[src/rtl/mux_scan_ctrl.sv]
// Scan sequencer for a shared 8-to-1 mux: walks the unmasked channels, samples each
// after a settle dwell, and publishes an atomic snapshot plus change mask.
module mux_scan_ctrl #(
  parameter int SETTLE_CYCLES = 1
) (
  input  logic       clock,
  input  logic       reset_n,
  input  logic       start,
  input  logic       abort,
  input  logic [7:0] mask,
  output logic [2:0] mux_sel,
  output logic       mux_enable_n,
  input  logic       mux_out,
  output logic       busy,
  output logic       done,
  output logic [7:0] snapshot,
  output logic [7:0] changed
);

  localparam logic [3:0] SETTLE = 4'(SETTLE_CYCLES);

  typedef enum logic [1:0] {IDLE, DWELL, FINISH} state_t;

  state_t     state_reg, state_next;
  logic [2:0] sel_reg, sel_next;
  logic       en_n_reg, en_n_next;
  logic       busy_reg, busy_next;
  logic       done_reg, done_next;
  logic [7:0] snapshot_reg, snapshot_next;
  logic [7:0] changed_reg, changed_next;
  logic [7:0] shadow_reg, shadow_next;
  logic [7:0] mask_q_reg, mask_q_next;
  logic [3:0] cnt_reg, cnt_next;

  logic       first_valid, next_valid;
  logic [2:0] first_ch, next_ch;

  // First channel comes from the live mask (mask_q is being loaded on the same edge);
  // subsequent channels come from the latched mask.
  always_comb begin
    first_valid = 1'b0;
    first_ch    = 3'd0;
    next_valid  = 1'b0;
    next_ch     = 3'd0;
    for (int i = 7; i >= 0; i--) begin
      if (!mask[i]) begin
        first_valid = 1'b1;
        first_ch    = 3'(i);
      end
      if (!mask_q_reg[i] && (i > int'(sel_reg))) begin
        next_valid = 1'b1;
        next_ch    = 3'(i);
      end
    end
  end

  always_comb begin
    state_next    = state_reg;
    sel_next      = sel_reg;
    en_n_next     = en_n_reg;
    busy_next     = busy_reg;
    done_next     = 1'b0;
    snapshot_next = snapshot_reg;
    changed_next  = changed_reg;
    shadow_next   = shadow_reg;
    mask_q_next   = mask_q_reg;
    cnt_next      = cnt_reg;

    case (state_reg)
      IDLE, FINISH: begin
        en_n_next = 1'b1;
        busy_next = 1'b0;
        if (state_reg == FINISH) begin
          snapshot_next = shadow_reg;
          changed_next  = (shadow_reg ^ snapshot_reg) & ~mask_q_reg;
          state_next    = IDLE;
        end
        if (start && !abort) begin
          // Seed from the snapshot as it will be after this edge, so back-to-back
          // scans compare against the scan that just finished.
          mask_q_next = mask;
          shadow_next = snapshot_next;
          busy_next   = 1'b1;
          cnt_next    = 4'd0;
          if (first_valid) begin
            sel_next   = first_ch;
            en_n_next  = 1'b0;
            state_next = DWELL;
          end else begin
            busy_next  = 1'b0;
            done_next  = 1'b1;
            state_next = FINISH;
          end
        end
      end

      DWELL: begin
        if (abort) begin
          en_n_next  = 1'b1;
          busy_next  = 1'b0;
          state_next = IDLE;
        end else if (cnt_reg == SETTLE) begin
          shadow_next[sel_reg] = mux_out;
          if (next_valid) begin
            sel_next = next_ch;
            cnt_next = 4'd0;
          end else begin
            en_n_next  = 1'b1;
            busy_next  = 1'b0;
            done_next  = 1'b1;
            state_next = FINISH;
          end
        end else begin
          cnt_next = cnt_reg + 4'd1;
        end
      end

      default: begin
        en_n_next  = 1'b1;
        busy_next  = 1'b0;
        state_next = IDLE;
      end
    endcase
  end

  always_ff @(posedge clock or negedge reset_n) begin
    if (!reset_n) begin
      state_reg    <= IDLE;
      sel_reg      <= 3'd0;
      en_n_reg     <= 1'b1;
      busy_reg     <= 1'b0;
      done_reg     <= 1'b0;
      snapshot_reg <= 8'd0;
      changed_reg  <= 8'd0;
      shadow_reg   <= 8'd0;
      mask_q_reg   <= 8'd0;
      cnt_reg      <= 4'd0;
    end else begin
      state_reg    <= state_next;
      sel_reg      <= sel_next;
      en_n_reg     <= en_n_next;
      busy_reg     <= busy_next;
      done_reg     <= done_next;
      snapshot_reg <= snapshot_next;
      changed_reg  <= changed_next;
      shadow_reg   <= shadow_next;
      mask_q_reg   <= mask_q_next;
      cnt_reg      <= cnt_next;
    end
  end

  assign mux_sel      = sel_reg;
  assign mux_enable_n = en_n_reg;
  assign busy         = busy_reg;
  assign done         = done_reg;
  assign snapshot     = snapshot_reg;
  assign changed      = changed_reg;

endmodule

[config.mk]
export PLATFORM = sky130hd
export DESIGN_NAME = mux_scan_ctrl
export DESIGN_NICKNAME = d
export VERILOG_FILES = /design/src/rtl/mux_scan_ctrl.sv
export SDC_FILE = /design/constraint.sdc
export NUM_CORES = 1
export LEC_CHECK = 0
export CAP_MARGIN = 20
export CORE_MARGIN = 10
export CORE_UTILIZATION = 50
export CTS_CLUSTER_SIZE = 28
export DETAILED_ROUTE_END_ITERATION = 8
export PLACE_DENSITY = 0.76
export SYNTH_ARGS = -nofsm -noshare
export SYNTH_HDL_FRONTEND = slang
export SYNTH_SLANG_ARGS = --single-unit
[constraint.sdc]
create_clock -name clock -period 2.15 [get_ports clock]
set_input_delay 0.215 -clock clock [delete_from_list [all_inputs] [get_ports clock]]
set_output_delay 0.215 -clock clock [all_outputs]
set_load 0.05 [all_outputs]
# == Word-level counts from Yosys, hierarchy flattened ==
# Cells that the tools add are included.
# totals
rom_bits,0
input_bits,13
word_cells,135
register_bits,44
n_memories,0
ramBits,0
out_inout_bits,22
latch_bits,0
# op_classes
n_mux,73
div_mod_pow,0
eq_ne,12
n_bitwise,3
n_reduce_logical,27
mul,0
shifts,0
n_addsub,1
magnitude_cmp,9
# op_table
operator,n
3-bit 2-to-1 mux,20
8-bit 2-to-1 mux,4
1-bit 2-to-1 mux,30
4-bit 2-to-1 mux,4
8-bit one-hot mux with 2 select lines,1
"3-bit > comparator, first input constant",4
2-bit 2-to-1 mux,6
"3-bit != test, second input constant",4
"2-bit != test, second input constant",5
1-bit logical AND,9
8-bit AND,1
8-bit bitwise mux,1
1-bit logical NOT,8
8-bit NOT,1
4-bit one-hot mux with 2 select lines,1
4-bit AND reduction,2
8-bit bitwise XOR,1
"2-bit by 3-bit > comparator with 1-bit output, first input constant",2
1-bit one-hot mux with 2 select lines,3
3-bit one-hot mux with 2 select lines,1
2-bit AND reduction,3
6-bit AND reduction,1
"4-bit by 1-bit adder with 4-bit output, second input constant",1
"4-bit by 1-bit == test with 1-bit output, second input constant",1
other kinds (11),11

# == Longest topological paths before layout ==
# Gate-level depths: netlist of the first run.
# depth
ltp_word,13
mapped_depth,7
mapped_depth_nobuf,7

# == Worst setup path before layout of the first run ==
# OpenSTA, ideal clock, no wires.
# synth_timing
path_type,reg-to-reg
from,reg sel_reg[2] (netlist: mux_sel[2])
to,reg sel_reg[0] (netlist: mux_sel[0])
path_buffers,0
t_required_ns,2.025
arrival_ns,1.811
stages_incl_launch_ff,6
period_less_slack_ns,1.936
slack_ns,0.214
setup_time_ns,0.125
cell_sequence,dfrtp_1 -> o31ai_1 -> a22oi_2 -> o21ai_2 -> a31oi_4 -> mux2_2
# synth_between
elab_chain_cells,13
elab_cells_between_ends,34
classes_between,order compare: 7; eq/ne: 1; mux: 18; reduce/logical: 8
# synth_lines
element,line_no,source
"start, declared",25,"logic [2:0] sel_reg, sel_next;"
"start signal, assigned",140,sel_reg <= sel_next;
3-bit > comparator,50,if (!mask_q_reg[i] && (i > int'(sel_reg))) begin
1-bit logical AND,50,
3-bit 2-to-1 mux (7 in series),50,
3-bit 2-to-1 mux,104,if (next_valid) begin
3-bit 2-to-1 mux,102,end else if (cnt_reg == SETTLE) begin
3-bit 2-to-1 mux,98,if (abort) begin
3-bit one-hot mux with 2 select lines,69,case (state_reg)
# Several ways; a longest one is shown, not always the timed one. The select of a mux whose other input is x is not followed.
# A chain may end at the register's enable or synchronous reset.

# == Final worst setup path of the first run ==
# layout_timing
from,reg sel_reg[1] (netlist: mux_sel[1])
to,out mux_sel[1]
# layout_lines
element,line_no,source
"end, declared",11,"output logic [2:0] mux_sel,"
# No word-level cell between the ends.

==> metrics.md, run 1 <==
| Metric | Value |
|---|---|
| Fin crit share | 97.3% |
| Minimum clock period | approximately 2100 ps |
| WL per Instance | approximately 16 µm |
| # diodes | 0 |
| CTS tree | yes |
| Initial core utilization | about half |
| Largest net degree at the start of global routing | 24 |
| Adder-Cell Fraction of Synth Area | roughly 1.0% |
| Initial antenna violation count | 0 |
| Clock share of power | between 10% and 20% |
| Drt first-iter violations | 119 |
| Post-CTS Resized | 0 |
| CTS root buf | clkbuf_8 |
| Origin of the critical flop-to-flop path | mux_sel[1]$_DFFE_PN0P_ |
| CTS Buf Count | 5 |
| Pint | around 1700 µW |
| Sw Ratio | between 40% and 50% |
| Largest vdd supply drop | around 0.62 mV |
| Vias in the first global route | between 1.5k and 2k |
| Final cell count without fillers | between 300 and 400 |
| HPWL Detailed | about 4200 µm |
| Seq/Total Area, Yosys | a little under half |
| ANT nets after route | 0 |
| Worst EP arrival | about 1900 ps |
| Main combinational cell family by area after synthesis | compound AO/OA/AOI/OAI gates |
| Worst-Skew Late Latency | around 310 ps |
| Final net count | 296 |
| DR pass1 iterations | 4 |
| Total negative slack | 0 ps |
| P_leak | around 0.0012 µW |
| Placed cells | 340 |
| Critical path, cell by cell | clkdlybuf4s50_1 |
| WP buf/inv | 1 |
| Crit path launch | mux_sel[1]$_DFFE_PN0P_ |
| Power per cell area | about 960 nW/µm² |
| Netlist cell types | 40 |
| CTS clk-pin slew, worst paths | about 90 ps |
| Multiplexer area fraction after synthesis | about 13% |
| GR Overflow Total | 0 |
| Vias per cell | around 5.6 |
| Placer Congestion | 0.896 |
| Max_cap viols | 0 |
| Status | finished, final reports clean |
| # setup viols final | 0 |
| Global-route wire length before repair | 9230 µm |
| Num ports | 35 |
| Place WS | approximately 200 ps |
| Row Count | 25 |
| Total power | about 2900 µW |
| Setup crit start kind | flip-flop |
| Largest stage delay on the critical path | roughly 910 ps |
| Critical path's top delay family | buffers and inverters |
| H-tree Lvls | 2 |
| Post-synthesis cell area | roughly 2400 µm² |
| Xor and xnor area share after synthesis | between 2 and 3% |
| Clock skew | ~10 ps |
| Aggregate global-route resource usage | between 10 and 15% |
| Mapped Cells | about 240 |
| Synth Area in Compound Gates | 20.5% |
| FF+latch area | between 1000 and 1500 µm² |
| Clock Path Buffers | 2 |
| CP max stage cell | clkdlybuf4s50_1 |
| Switch Pwr | about 1200 µW |
| Drt drc | 0 |
| Post-Route WL | 5480 µm |
| Syn. warnings | 0 |
| Seq pwr share | approximately 44% |
| Synth top area share | between 40% and 50% |
| Register bit total from synthesis | 44 |
| PnR worst setup slack | ~58 ps |
| PortBufs | 34 |
| Share of cells above drive strength 1 | approximately a fifth |
| Post-CTS Setup Inserts | 0 |
| Filler instances | ~380 |
| Setup crit end kind | primary output |
| Post-synthesis simple-gate area fraction | 14.4% |
| RSZ-0062 raised after global routing | false |
| Worst rel slew slack | between 60% and 70% |
| Clk sink count | 44 |
| Kind of critical path | reg -> out |
| Core ar. | 4720 µm² |
| Slew Limit Fails | 0 |
| DIE HEIGHT | roughly 90 µm |
| Highest clock rate | 478 MHz |
| Commonest non-fill, non-tap cell in the layout | dfrtp_1 |
| Commonest cells after routing, fill and taps aside | 43 x dfrtp_1, 37 x nand2_1, 33 x clkdlybuf4s50_1, 27 x mux2_2 |
| Multi-input logic area | between 1000 and 1500 µm² |
| Part of the power in combinational logic | approximately two fifths |
| Area growth syn-to-layout | 21.9% |
| Crit-path max FO | 16 |
| Fin. Hold Viols | 0 |
| Fin util | between 60% and 70% |
| Post-CTS Hold Buffers | 1 |
| Die area | approximately 8100 µm² |
| Synthesized Nets | ~260 |
| Synth area leaders | dfrtp_1 44%, mux2_2 13%, nand2_1 5.7% |
| CP required | about 1900 ps |
| Die Width | ~90 µm |
| Worst slew pin tran | between 500 and 600 ps |
| Routed via count | 1951 |
| Syn Area/Cell | between 9 and 10 µm² |
| Synth area leader | dfrtp_1 |
| Hold Path Class | in -> async |
layout make-up:
type | count | share of cell area [%]
multi-input combinational | 182 | 42.1
sequential | 44 | 37.2
timing repair buffer | 43 | 14.1
tap | 67 | 2.83
clock buffer | 5 | 2.32
clock inverter | 3 | 0.802
inverter | 5 | 0.633
per-stage QoR:
stage | area (µm²) | hold WS, ps
after floorplan | 2430 | -80.6
after global placement | 2860 | 221
after detailed placement | 2860 | 230
after CTS | 2960 | 435
after global routing | 2960 | 464
final | 2960 | 413
per-layer routing:
layer  global-route usage (%)  vias to the layer above  share of wire [%]  wire (µm)
li1                         -                      964                  -          -
met5                        0                        -                  0          0
met3                     3.82                        9                5.5        299
met2                     22.0                       41                 48       2630
met4                     5.12                        0                1.7         92
met1                     16.3                      937                 45       2460
Yosys cell counts (all sizes together):
cell type and count:
a22o 2, o31ai 13, a31oi 4, nand3 4, dfstp 1, a22oi 1, o211ai 3, o221ai 7
buf 8, o31a 1, nor2 8, and3 1, nor2b 3, dfrtp 43, nand2b 8, clkbuf 5
nor3 6, o21a 2, nor3b 1, nand4 1, mux2 27, a211oi 1, ha 2, o32ai 1
inv 5, a21oi 18, or2 2, nand4b 1, xnor2 8, nand2 37, o21ba 1, o21ai 19
worst reg2reg max path, stage by stage (launching register included):
cell	delay, ps
dfrtp_1	670
o31ai_1	200
a22oi_2	260
o21ai_2	100
a31oi_4	210
mux2_2	360
logic make-up (layout without fill, tap and decap cells):
group / count (synthesis) / after routing
flops: 44 / 44
xor+xnor: 8 / 8
fa+ha+maj: 2 / 2
compound gates: 73 / 73
simple gates: 72 / 72
buf+inv: 18 / 56
mux: 27 / 27
power by group through the flow:
stage / Clock [µW] / Sequential, µW / Combinational (µW)
after floorplan: 0 / 1350 / 637
after CTS: 534 / 1240 / 1100
after detailed placement: 0 / 1250 / 1090
after global routing: 565 / 1270 / 1190
after global placement: 0 / 1240 / 1070
final: 522 / 1240 / 1090
worst paths after layout:
path / depth (start not counted) / to / slack (ps)
setup / recovery: 1 / mux_sel[1] / 60
hold / removal: 2 / changed[3]$_DFFE_PN0P_ / 410
setup reg to reg: 5 / mux_sel[1]$_DFFE_PN0P_ / 240
hold reg to reg: 1 / changed[0]$_DFFE_PN0P_ / 470
max in group asynchronous: 3 / mux_enable_n$_DFFE_PN1P_ / 1150
min in group clock: 1 / changed[0]$_DFFE_PN0P_ / 470
(Power assumes the default switching activity.)
==> run 2, diff against run 1 <==
Settings changed: CORE_UTILIZATION 50 to 30, PLACE_DENSITY 0.76 to 0.51.
==> run 2 against run 1 <==
The flow now finishes with violations (hold timing). Die area is 50% higher. First-iteration DRC count decreased by 11%. Clock skew shrank 2.7 ps. Core utilization fell by 25 points. Largest cell class unchanged. Routed wire length increased by 12%. Flip-flop and latch count unchanged. Critical path depth did not move. Cell count grew 9.5%. Setup slack better by 90 ps. Hold slack worse by 430 ps.
==> metrics.md, run 2 (synthesized netlist as in run 1, its figures left out) <==
| Metric | Value |
|---|---|
| Part of the power in combinational logic | 38.1% (about the same) |
| Core ar. | 7810 µm² (was 4720 µm²) |
| HPWL Detailed | 4580 µm (was 4200 µm) |
| WP buf/inv | 1 (unchanged) |
| Post-Route WL | 6150 µm (was 5480 µm) |
| Total negative slack | 0 ps (unchanged) |
| Sw Ratio | 41.2% (was 40.9%) |
| M2 GR Usage | 16.8% (was 22.0%) |
| Num ports | 35 (unchanged) |
| Largest vdd supply drop | 0.586 mV (was 0.624 mV) |
| Switch Pwr | 1170 µW (was 1160 µW) |
| FF+latch area | 1100 µm² (unchanged) |
| Worst rel slew slack | 62.7% (was 64.1%) |
| DR pass1 iterations | 4 (unchanged) |
| ANT nets after route | 0 (unchanged) |
| Largest net degree at the start of global routing | 45 (was 24) |
| CTS root buf | clkbuf_8 (unchanged) |
| Post-CTS Hold Buffers | 0 (was 1) |
| Vias in the first global route | 2027 (was 1934) |
| Area growth syn-to-layout | 22.4% (was 21.9%) |
| WL per Instance | 16.1 µm (was 15.7 µm) |
| Met1 Use GR | 13.6% (was 16.3%) |
| Pint | 1670 µW (was 1690 µW) |
| Worst slew pin tran | 560 ps (was 539 ps) |
| CTS tree | yes (unchanged) |
| Routed via count | 1985 (was 1951) |
| CTS Buf Count | 5 (unchanged) |
| Initial core utilization | 31.1% (was 51.5%) |
| # diodes | 0 (unchanged) |
| RSZ-0062 raised after global routing | false (unchanged) |
| Clk sink count | 44 (unchanged) |
| Setup crit start kind | flip-flop (unchanged) |
| Initial antenna violation count | 0 (unchanged) |
| Global-route wire length before repair | 10200 µm (was 9230 µm) |
| GR Overflow Total | 0 (unchanged) |
| Crit-path max FO | 14 (was 16) |
| Hold slack | -14.5 ps (was 413 ps) |
| Critical path, cell by cell | clkdlybuf4s50_1 (unchanged) |
| CP max stage cell | clkdlybuf4s50_1 (unchanged) |
| PortBufs | 34 (unchanged) |
| # setup viols final | 0 (unchanged) |
| Largest stage delay on the critical path | 890 ps (was 910 ps) |
| Fin. Hold Viols | 26 (was 0) |
| Fin util | 38.1% (was 62.7%) |
| Drt drc | 0 (unchanged) |
| Commonest cells after routing, fill and taps aside | 43 x dfrtp_1, 37 x nand2_1, 32 x clkdlybuf4s50_1, 27 x mux2_2 (was 43 x dfrtp_1, 37 x nand2_1, 33 x clkdlybuf4s50_1, 27 x mux2_2) |
| Die Width | 110 µm (was 89.7 µm) |
| Status | finished with violations (was finished, final reports clean) |
| Worst EP arrival | 1790 ps (was 1880 ps) |
| Multi-input logic area | 1250 µm² (unchanged) |
| Clock share of power | 17.9% (was 18.3%) |
| Share of cells above drive strength 1 | 19.3% (was 19.5%) |
| Seq pwr share | 44.0% (was 43.6%) |
| CTS clk-pin slew, worst paths | 90 ps (about the same) |
| Final net count | 295 (was 296) |
| Crit path launch | mux_sel[0]$_DFFE_PN0P_ (was mux_sel[1]$_DFFE_PN0P_) |
| Worst-Skew Late Latency | 300 ps (was 310 ps) |
| Hold Path Class | in -> async (unchanged) |
| P_leak | 0.00121 µW (about the same) |
| DIE HEIGHT | 110 µm (was 89.7 µm) |
| Drt first-iter violations | 106 (was 119) |
| Slew Limit Fails | 0 (unchanged) |
| CP required | 1930 ps (about the same) |
| Minimum clock period | 2000 ps (was 2090 ps) |
| Clock skew | 7.30 ps (was 10.0 ps) |
| Critical path's top delay family | buffers and inverters (unchanged) |
| Max_cap viols | 0 (unchanged) |
| Die area | 12100 µm² (was 8050 µm²) |
| Kind of critical path | reg -> out (unchanged) |
| Origin of the critical flop-to-flop path | mux_sel[1]$_DFFE_PN0P_ (unchanged) |
| Commonest non-fill, non-tap cell in the layout | dfrtp_1 (unchanged) |
| Clock Path Buffers | 2 (unchanged) |
| GR Util met3 | 3.54% (was 3.82%) |
| Row Count | 32 (was 25) |
| Setup crit end kind | primary output (unchanged) |
| Placer Congestion | 0.785 (was 0.896) |
| Fin crit share | 93.1% (was 97.3%) |
| Highest clock rate | 499 MHz (was 478 MHz) |
| H-tree Lvls | 2 (unchanged) |
| Aggregate global-route resource usage | 10.7% (was 13.4%) |
| Grt peak-use layer | met2 (unchanged) |
| Filler instances | 818 (was 384) |
| Power per cell area | 955 nW/µm² (was 962 nW/µm²) |
| Vias per cell | 5.20 (was 5.59) |
| Failing checks | hold timing |
[run 2: cell count changes in the layout (fill, tap and decap cells not counted), sizes merged]
cell	change
dlygate4sd3	-1
clkinvlp	-1
clkdlybuf4s50	-1
dlymetal6s2s	+1
[run 2: per-stage QoR]
step                total power (µW)  instances  hold WS [ps]  setup slack, ps  cell area, µm²
floorplan                       1990        244         -80.6              214            2430
global placement                2360        375           339              223            2890
detailed placement              2360        375           339              207            2890
CTS                             2880        382          7.61             60.5            2970
global route                    3050        382          33.3             62.1            2980
finish                          2840        382         -14.5              148            2980
[run 2: final timing paths]
check | depth (start not counted) | slack (ps) | endpoint
setup / recovery | 1 | 150 | mux_sel[0]
hold / removal | 2 | -10 | changed[3]$_DFFE_PN0P_
setup reg to reg | 5 | 230 | mux_sel[0]$_DFFE_PN0P_
hold reg to reg | 1 | 470 | changed[0]$_DFFE_PN0P_
max in group asynchronous | 2 | 1780 | mux_enable_n$_DFFE_PN1P_
min in group clock | 1 | 470 | changed[0]$_DFFE_PN0P_
[run 2: timing repair]
action                                 in CTS  in global routing
setup buffers                               0                  0
setup endpoints to repair                   0                  1
endpoints found under the hold margin       0                  0
resized for setup                           0                  1
[run 2: routing by layer]
metal,vias to the layer above,wire length (µm)
met5,-,0
met4,0,118
met3,12,465
met2,51,2850
met1,965,2710
li1,957,-
[run 2: cell type report]
cell class                 count  share of cell area (%)
clock inverter                 2                   0.421
clock buffer                   5                    2.31
sequential                    44                    37.0
inverter                       5                   0.631
tap                          102                    4.29
multi-input combinational    182                    41.9
timing repair buffer          42                    13.4
[run 2: power groups by stage]
stage / clock network, µW / logic [µW] / registers (µW)
after floorplan: 0 / 637 / 1350
after global placement: 0 / 1090 / 1260
after detailed placement: 0 / 1090 / 1270
after CTS: 530 / 1100 / 1250
after global routing: 563 / 1190 / 1290
final: 508 / 1080 / 1250
